### src/rtl/spi_link_arbiter.sv
// spi_link_arbiter: two-requester round-robin front end for one SPI round-trip link.
// Optional WAIT-state abort is compiled in when SPI_ARB_TIMEOUT_EN is defined.
module spi_link_arbiter #(
  parameter int unsigned TIMEOUT_CYCLES = 4096,
  parameter logic [31:0] ERR_WORD       = 32'hFFFF_FFFF
) (
  input  logic        clk,
  input  logic        rst,
  input  logic        req0,
  input  logic        req1,
  input  logic [31:0] data0,
  input  logic [31:0] data1,
  output logic        gnt0,
  output logic        gnt1,
  output logic        rsp_valid0,
  output logic        rsp_valid1,
  output logic [31:0] rsp_data,
  output logic        link_start,
  output logic [31:0] link_data,
  input  logic        link_done,
  input  logic [31:0] link_rsp,
  output logic        busy,
  output logic        timeout_err
);
  typedef enum logic [1:0] {IDLE, START, WAIT} state_t;
  state_t      state_q, state_d;
  logic        ptr_q, ptr_d, owner_q, owner_d, win, expire;
  logic [1:0]  gnt_q, gnt_d, rv_q, rv_d;
  logic [31:0] rsp_data_q, rsp_data_d, link_data_q, link_data_d;
  logic        link_start_q, link_start_d, busy_q, busy_d, tout_q, tout_d;
`ifdef SPI_ARB_TIMEOUT_EN
  localparam int unsigned   CW       = $clog2(TIMEOUT_CYCLES + 1);
  localparam logic [CW-1:0] CNT_LAST = CW'(TIMEOUT_CYCLES - 1);
  logic [CW-1:0] cnt_q, cnt_d;
  // link_done arriving on the last allowed cycle takes precedence over the abort
  assign expire = state_q == WAIT && !link_done && cnt_q == CNT_LAST;
  assign cnt_d  = state_q == WAIT ? cnt_q + 1'b1 : '0;
  always_ff @(posedge clk or posedge rst) begin
    if (rst) cnt_q <= '0;
    else     cnt_q <= cnt_d;
  end
`else
  logic unused_cfg;
  assign expire     = 1'b0;
  assign unused_cfg = ^TIMEOUT_CYCLES;
`endif
  assign win = (req0 & req1) ? ptr_q : req1;
  always_comb begin
    state_d     = state_q;
    ptr_d       = ptr_q;
    owner_d     = owner_q;
    link_data_d = link_data_q;
    rsp_data_d  = rsp_data_q;
    gnt_d       = 2'b00;
    rv_d        = 2'b00;
    tout_d      = 1'b0;
    case (state_q)
      IDLE: if (req0 | req1) begin
        state_d     = START;
        owner_d     = win;
        ptr_d       = ~win;
        gnt_d       = win ? 2'b10 : 2'b01;
        link_data_d = win ? data1 : data0;
      end
      START: state_d = WAIT;
      WAIT: if (link_done | expire) begin
        state_d    = IDLE;
        rv_d       = owner_q ? 2'b10 : 2'b01;
        rsp_data_d = link_done ? link_rsp : ERR_WORD;
        tout_d     = expire;
      end
      default: state_d = IDLE;
    endcase
    link_start_d = state_d == START;
    busy_d       = state_d != IDLE;
  end
  always_ff @(posedge clk or posedge rst) begin
    if (rst) begin
      state_q      <= IDLE;
      ptr_q        <= 1'b0;
      owner_q      <= 1'b0;
      gnt_q        <= 2'b00;
      rv_q         <= 2'b00;
      rsp_data_q   <= '0;
      link_data_q  <= '0;
      link_start_q <= 1'b0;
      busy_q       <= 1'b0;
      tout_q       <= 1'b0;
    end else begin
      state_q      <= state_d;
      ptr_q        <= ptr_d;
      owner_q      <= owner_d;
      gnt_q        <= gnt_d;
      rv_q         <= rv_d;
      rsp_data_q   <= rsp_data_d;
      link_data_q  <= link_data_d;
      link_start_q <= link_start_d;
      busy_q       <= busy_d;
      tout_q       <= tout_d;
    end
  end
  assign {gnt1, gnt0}             = gnt_q;
  assign {rsp_valid1, rsp_valid0} = rv_q;
  assign rsp_data                 = rsp_data_q;
  assign link_data                = link_data_q;
  assign link_start               = link_start_q;
  assign busy                     = busy_q;
  assign timeout_err              = tout_q;
endmodule

### config.mk
export PLATFORM = sky130hd
export DESIGN_NAME = spi_link_arbiter
export DESIGN_NICKNAME = d
export VERILOG_FILES = /design/src/rtl/spi_link_arbiter.sv
export SDC_FILE = /design/constraint.sdc
export NUM_CORES = 1
export LEC_CHECK = 0
export CORE_AREA = 5 5 97 99
export CTS_BUF_LIST = sky130_fd_sc_hd__clkbuf_16
export CTS_CLUSTER_DIAMETER = 150
export CTS_CLUSTER_SIZE = 40
export DETAILED_ROUTE_END_ITERATION = 10
export DIE_AREA = 0 0 102 104
export PLACE_DENSITY = 0.82
export RECOVER_POWER = 25
export SLEW_MARGIN = 5
export SYNTH_ARGS = -nofsm -noshare
export SYNTH_HDL_FRONTEND = slang
export SYNTH_SLANG_ARGS = --single-unit
### constraint.sdc
create_clock -name clk -period 2.8 [get_ports clk]
set_clock_uncertainty 0.2 [all_clocks]
set_input_delay 0.56 -clock clk [delete_from_list [all_inputs] [get_ports clk]]
set_output_delay 0.56 -clock clk [all_outputs]
set_load 0.005 [all_outputs]
# ---- Word-level counts from Yosys, hierarchy flattened
# Index checks and enable logic that the tools add are counted.
dict set report totals {
  inputBits 101
  reg_bits 74
  output_inout_bits 71
  wordCells 30
}
dict set report classes {
  mux 11
  bitwise 3
  n_eq_ne 3
  reduce_logical 4
}
# operator count
set op_table {}
lappend op_table {{32-bit two-way mux} 1}
lappend op_table {{2-bit two-way mux} 8}
lappend op_table {{2-bit one-hot mux with 3 select lines} 1}
lappend op_table {{2-bit by 1-bit equality test with 1-bit output (second input constant)} 2}
lappend op_table {{2-bit AND reduction} 2}
lappend op_table {{2-bit equality test (second input constant)} 1}
lappend op_table {{2-bit logical NOT} 1}
lappend op_table {{2-bit nonzero test} 1}
lappend op_table {{1-bit bitwise AND} 1}
lappend op_table {{1-bit two-way mux} 1}
lappend op_table {{1-bit inverter} 1}
lappend op_table {{1-bit OR} 1}

# ---- Depth between registers and ports, before layout
dict set report logic_depth {
  ltp_word 5
  depth_mapped 6
  depth_no_buf 4
}

# ---- Least setup slack after synthesis
# Ideal clock, no wire load.
dict set report synth_path {
  path_type {input to register}
  startpoint {in req1}
  endpoint {reg link_data_q[19], in the netlist link_data[19]}
  stages 5
  required_ns 2.474
  setup_time_ns 0.126
  path_buffers 2
  arrival_time_ns 1.399
  slack_ns 1.075
  path_cell_list {or2_1 buf_6 buf_6 o2111a_1 a221o_1}
}
dict set report synth_via {
  elab_chain_len 3
  elab_cells_between_ends 5
  classes_between {mux (2); bitwise (2); reduce/logical (1)}
}
# item line_no
set synth_lines {}
lappend synth_lines {{start, declared} 10} ;# input logic req1,
lappend synth_lines {{1-bit bitwise AND} 47} ;# assign win = (req0 & req1) ? ptr_q : req1;
lappend synth_lines {{1-bit two-way mux} 47}
lappend synth_lines {{32-bit two-way mux} 63} ;# link_data_d = win ? data1 : data0;
lappend synth_lines {{end signal, assigned} 96} ;# link_data_q <= link_data_d;
lappend synth_lines {{end, declared} 29} ;# logic [31:0] rsp_data_q, rsp_data_d, link_data_q, link_data_d;
# Several ways; a longest one is shown, not always the timed one.
# A chain may end at the register's enable or synchronous reset.

# ---- Worst setup path after layout
dict set report layout_path {
  startpoint {in req1}
  endpoint {reg link_data_q[6], in the netlist link_data[6]}
}
# Same word-level chain as after synthesis.

==> flow_metrics.tcl <==
set metrics [dict create \
    fp.dieArea_um2 10600 \
    antenna_cells 0 \
    r2r_end "rsp_data[31]" \
    io_buffer_count 170 \
    syn-num-nets 339 \
    clock-sinks 74 \
    cell_with_the_most_instances_after_synthesis "sky130_fd_sc_hd__dfrtp_1" \
    yosys_warnings 0 \
    maxSlewViolCount 0 \
    layout.filler_cells 685 \
    clk_root_buffer_cell "sky130_fd_sc_hd__clkbuf_16" \
    clk_latency_ns 0.32 \
    ff2ff_path_depth 4 \
    worstPathCellList "clkdlybuf4s50_1, or2_1, nand2_4, inv_1, a31oi_1" \
    worst_slew_pin_slew_ns 1.05 \
    yosys_most_used_dff "sky130_fd_sc_hd__dfrtp_1" \
    synthTopCellsByArea "sky130_fd_sc_hd__dfrtp_1 (58%), sky130_fd_sc_hd__mux2_2 (11%), sky130_fd_sc_hd__o2111a_1 (7.8%), sky130_fd_sc_hd__a221o_1 (6.9%), sky130_fd_sc_hd__buf_6 (2.1%)" \
    cp-start-kind "input pin" \
    grt_setup_unrepaired "false" \
    hold_ws_ns 0.255 \
    antenna_found_initial 0 \
    worst_path_max_delay_cell "sky130_fd_sc_hd__clkdlybuf4s50_1" \
    buffers_inserted_by_post_cts_timing_repair 0 \
    top_level_ports 172 \
    post_synth_instance_area_um2 3190 \
    drt_first_pass_iters 5 \
    worst_ep_required_time_ns 2.78 \
    vias_per_cell 5.22 \
    drt-wirelength-per-cell_um 17.4 \
    number_of_flops_mapped_to_enable_cells_by_yosys 0 \
    ys_seq_area_share_pct 58.1 \
    fp.coreArea_um2 8470 \
    pin_count_of_the_biggest_net_entering_global_routing 49 \
    min_from "owner_q" \
    synthTopCellsByCount "sky130_fd_sc_hd__dfrtp_1 (74), sky130_fd_sc_hd__mux2_2 (32), sky130_fd_sc_hd__a221o_1 (22), sky130_fd_sc_hd__o2111a_1 (22), sky130_fd_sc_hd__a21oi_1 (12)" \
    drt-total-wl_um 9000 \
    setup_total_negative_slack_ns 0 \
    endpoint_kind "flop" \
    vdd_drop_max_v 0.000474 \
    path_clk_slew_ns 0.07 \
    holdPathStages 1 \
    power.density_cell_area_nw_per_um2 1020 \
    outcome "finished clean" \
    path_class_of_the_lowest_slack_min_delay_path "flop to flop" \
    placementRows 34 \
    dp_hpwl_um 6630 \
    hold_violations 0 \
    achievable-frequency_mhz 418 \
    drive_above_1_share_pct 15.4 \
    slew_headroom_pct 30.3 \
    dieHeight_um 104 \
    period_needed_ns 2.39 \
    worstReg2RegStart "state_q[0]" \
    worstHoldEndpoint "rv_q[0]" \
    initial_utilization_pct 37.6 \
    track_usage_pct 16.7 \
    postSynthRegisterBits 74 \
    h_tree_depth_reported_by_cts 3 \
    die_w_um 102 \
    initialDrtViolationCount 77 \
    hold_buffers 0 \
    power.static_leakage_nw 2.19 \
    grt_pass1_vias 2759 \
    fin_nets 504 \
    routabilityCongestion 0.761 \
    timing.critical_path.slowest_cell_delay_ns 0.53 \
    post-route-drc-count 0 \
    crit_arrival_ns 2.38 \
    number_of_nets_still_failing_antenna_checks_after_routing 0 \
    netlist.top_cell.by_area "sky130_fd_sc_hd__dfrtp_1" \
    postCtsResizedCells 0 \
    setup_viol 0 \
    regToRegSetupSlack_ns 0.88 \
    clockBufferDepth 2 \
    via_count 2692 \
    async_flop_share_pct 100 \
    numCtsBuffers 9 \
    netlist-cell-type-count 24 \
    synth_top_area_share_pct 58.1 \
    netlist_instances 238 \
    grt_first_pass_wirelength_um 14200 \
    layout-area-overhead-vs-synth_pct 65.2 \
    final.period_utilization_pct 85.5 \
    drv.max_cap_violation_count 0 \
    synth_area_per_cell_um2 13.4 \
    timing.setup.critical_path_class "input pin to flop" \
    overflow 0 \
    crit_fanout 27 \
    cts_tree "built" \
]
-- cells in the final DEF, fill, tap and decap left out, types with 2 or more instances in the layout --
cell type	Yosys	layout
sky130_fd_sc_hd__nand2b_1	2	2
sky130_fd_sc_hd__a221o_1	22	22
sky130_fd_sc_hd__inv_1	6	6
sky130_fd_sc_hd__clkbuf_16	0	9
sky130_fd_sc_hd__o21ai_0	11	11
sky130_fd_sc_hd__buf_12	0	3
sky130_fd_sc_hd__clkdlybuf4s50_1	0	168
sky130_fd_sc_hd__mux2_2	32	32
sky130_fd_sc_hd__dfrtp_1	74	74
sky130_fd_sc_hd__dlygate4sd3_1	0	2
sky130_fd_sc_hd__inv_6	0	3
sky130_fd_sc_hd__a21oi_1	12	12
sky130_fd_sc_hd__a31oi_1	10	10
sky130_fd_sc_hd__buf_4	1	5
sky130_fd_sc_hd__nand3_1	10	10
sky130_fd_sc_hd__o2111a_1	22	22
sky130_fd_sc_hd__inv_8	0	2
sky130_fd_sc_hd__nor2_1	3	3
sky130_fd_sc_hd__clkinv_4	0	2
-- power breakdown --
group	internal, mW	switching, mW
Clock	0.625	0.477
Sequential	1.60	0.299
Combinational	1.50	0.854
-- worst max-delay path by stage --
stage | cells after the start | start | end
after floorplan | 1 | rst | busy
after detailed placement | 5 | req1 | link_data[6]
final | 5 | req1 | link_data[6]
after global placement | 5 | req1 | link_data[0]
after global routing | 5 | req1 | link_data[6]
after CTS | 5 | req1 | link_data[6]
-- worst max-delay path, delay by kind of cell --
| kind | cells | cell delay (ns) |
|---|---|---|
| compound gates | 1 | 0.13 |
| buf+inv | 2 | 0.87 |
| simple gates | 2 | 0.82 |
-- through the flow --
stage	utilization (%)	setup WS, ns	instances	area [µm²]	total power, mW
4_1_cts	62.2	0.432	516	5270	5.43
2_1_floorplan	-	0.158	238	3190	2.91
5_1_grt	62.2	0.282	516	5260	5.68
3_3_place_gp	58.8	0.140	500	4970	4.23
3_5_place_dp	58.8	0.0679	500	4970	4.30
6_report	62.2	0.406	516	5260	5.36
-- area by class of cell --
class	instances	area [µm²]	share of cell area (%)
Multi-Input combinational cell	133	1160	22.0
Clock buffer	9	225	4.28
Clock inverter	7	66.3	1.26
Tap cell	108	135	2.57
Timing Repair Buffer	179	1800	34.3
Sequential cell	74	1850	35.2
Inverter	6	22.5	0.428
-- logic make-up after synthesis --
kind of cell	count (synthesis)	synth area share, %
AOI/OAI and AO/OA	78	20.5
DFF	74	58.1
muxes	32	11.3
buffers and inverters	31	5.58
and+or+nand+nor	22	4.36
other	1	0.118
-- state kept, by name, summed over array words and instances (netlist names) --
name / flops
state_q: 2
link_data: 32
ptr_q: 1
gnt_q: 2
owner_q: 1
rsp_data: 32
rv_q: 2
busy: 1
link_start: 1
-- routing by layer --
metal / vias to the layer above / part of all wire, % / global-route usage, %
met1: 1305 / 41 / 22.1
li1: 1251 / - / -
met5: - / 0 / 0
met2: 130 / 48 / 26.3
met3: 6 / 9.4 / 4.76
met4: 0 / 0.82 / 4.97
Power figures use the tool's default switching activity.
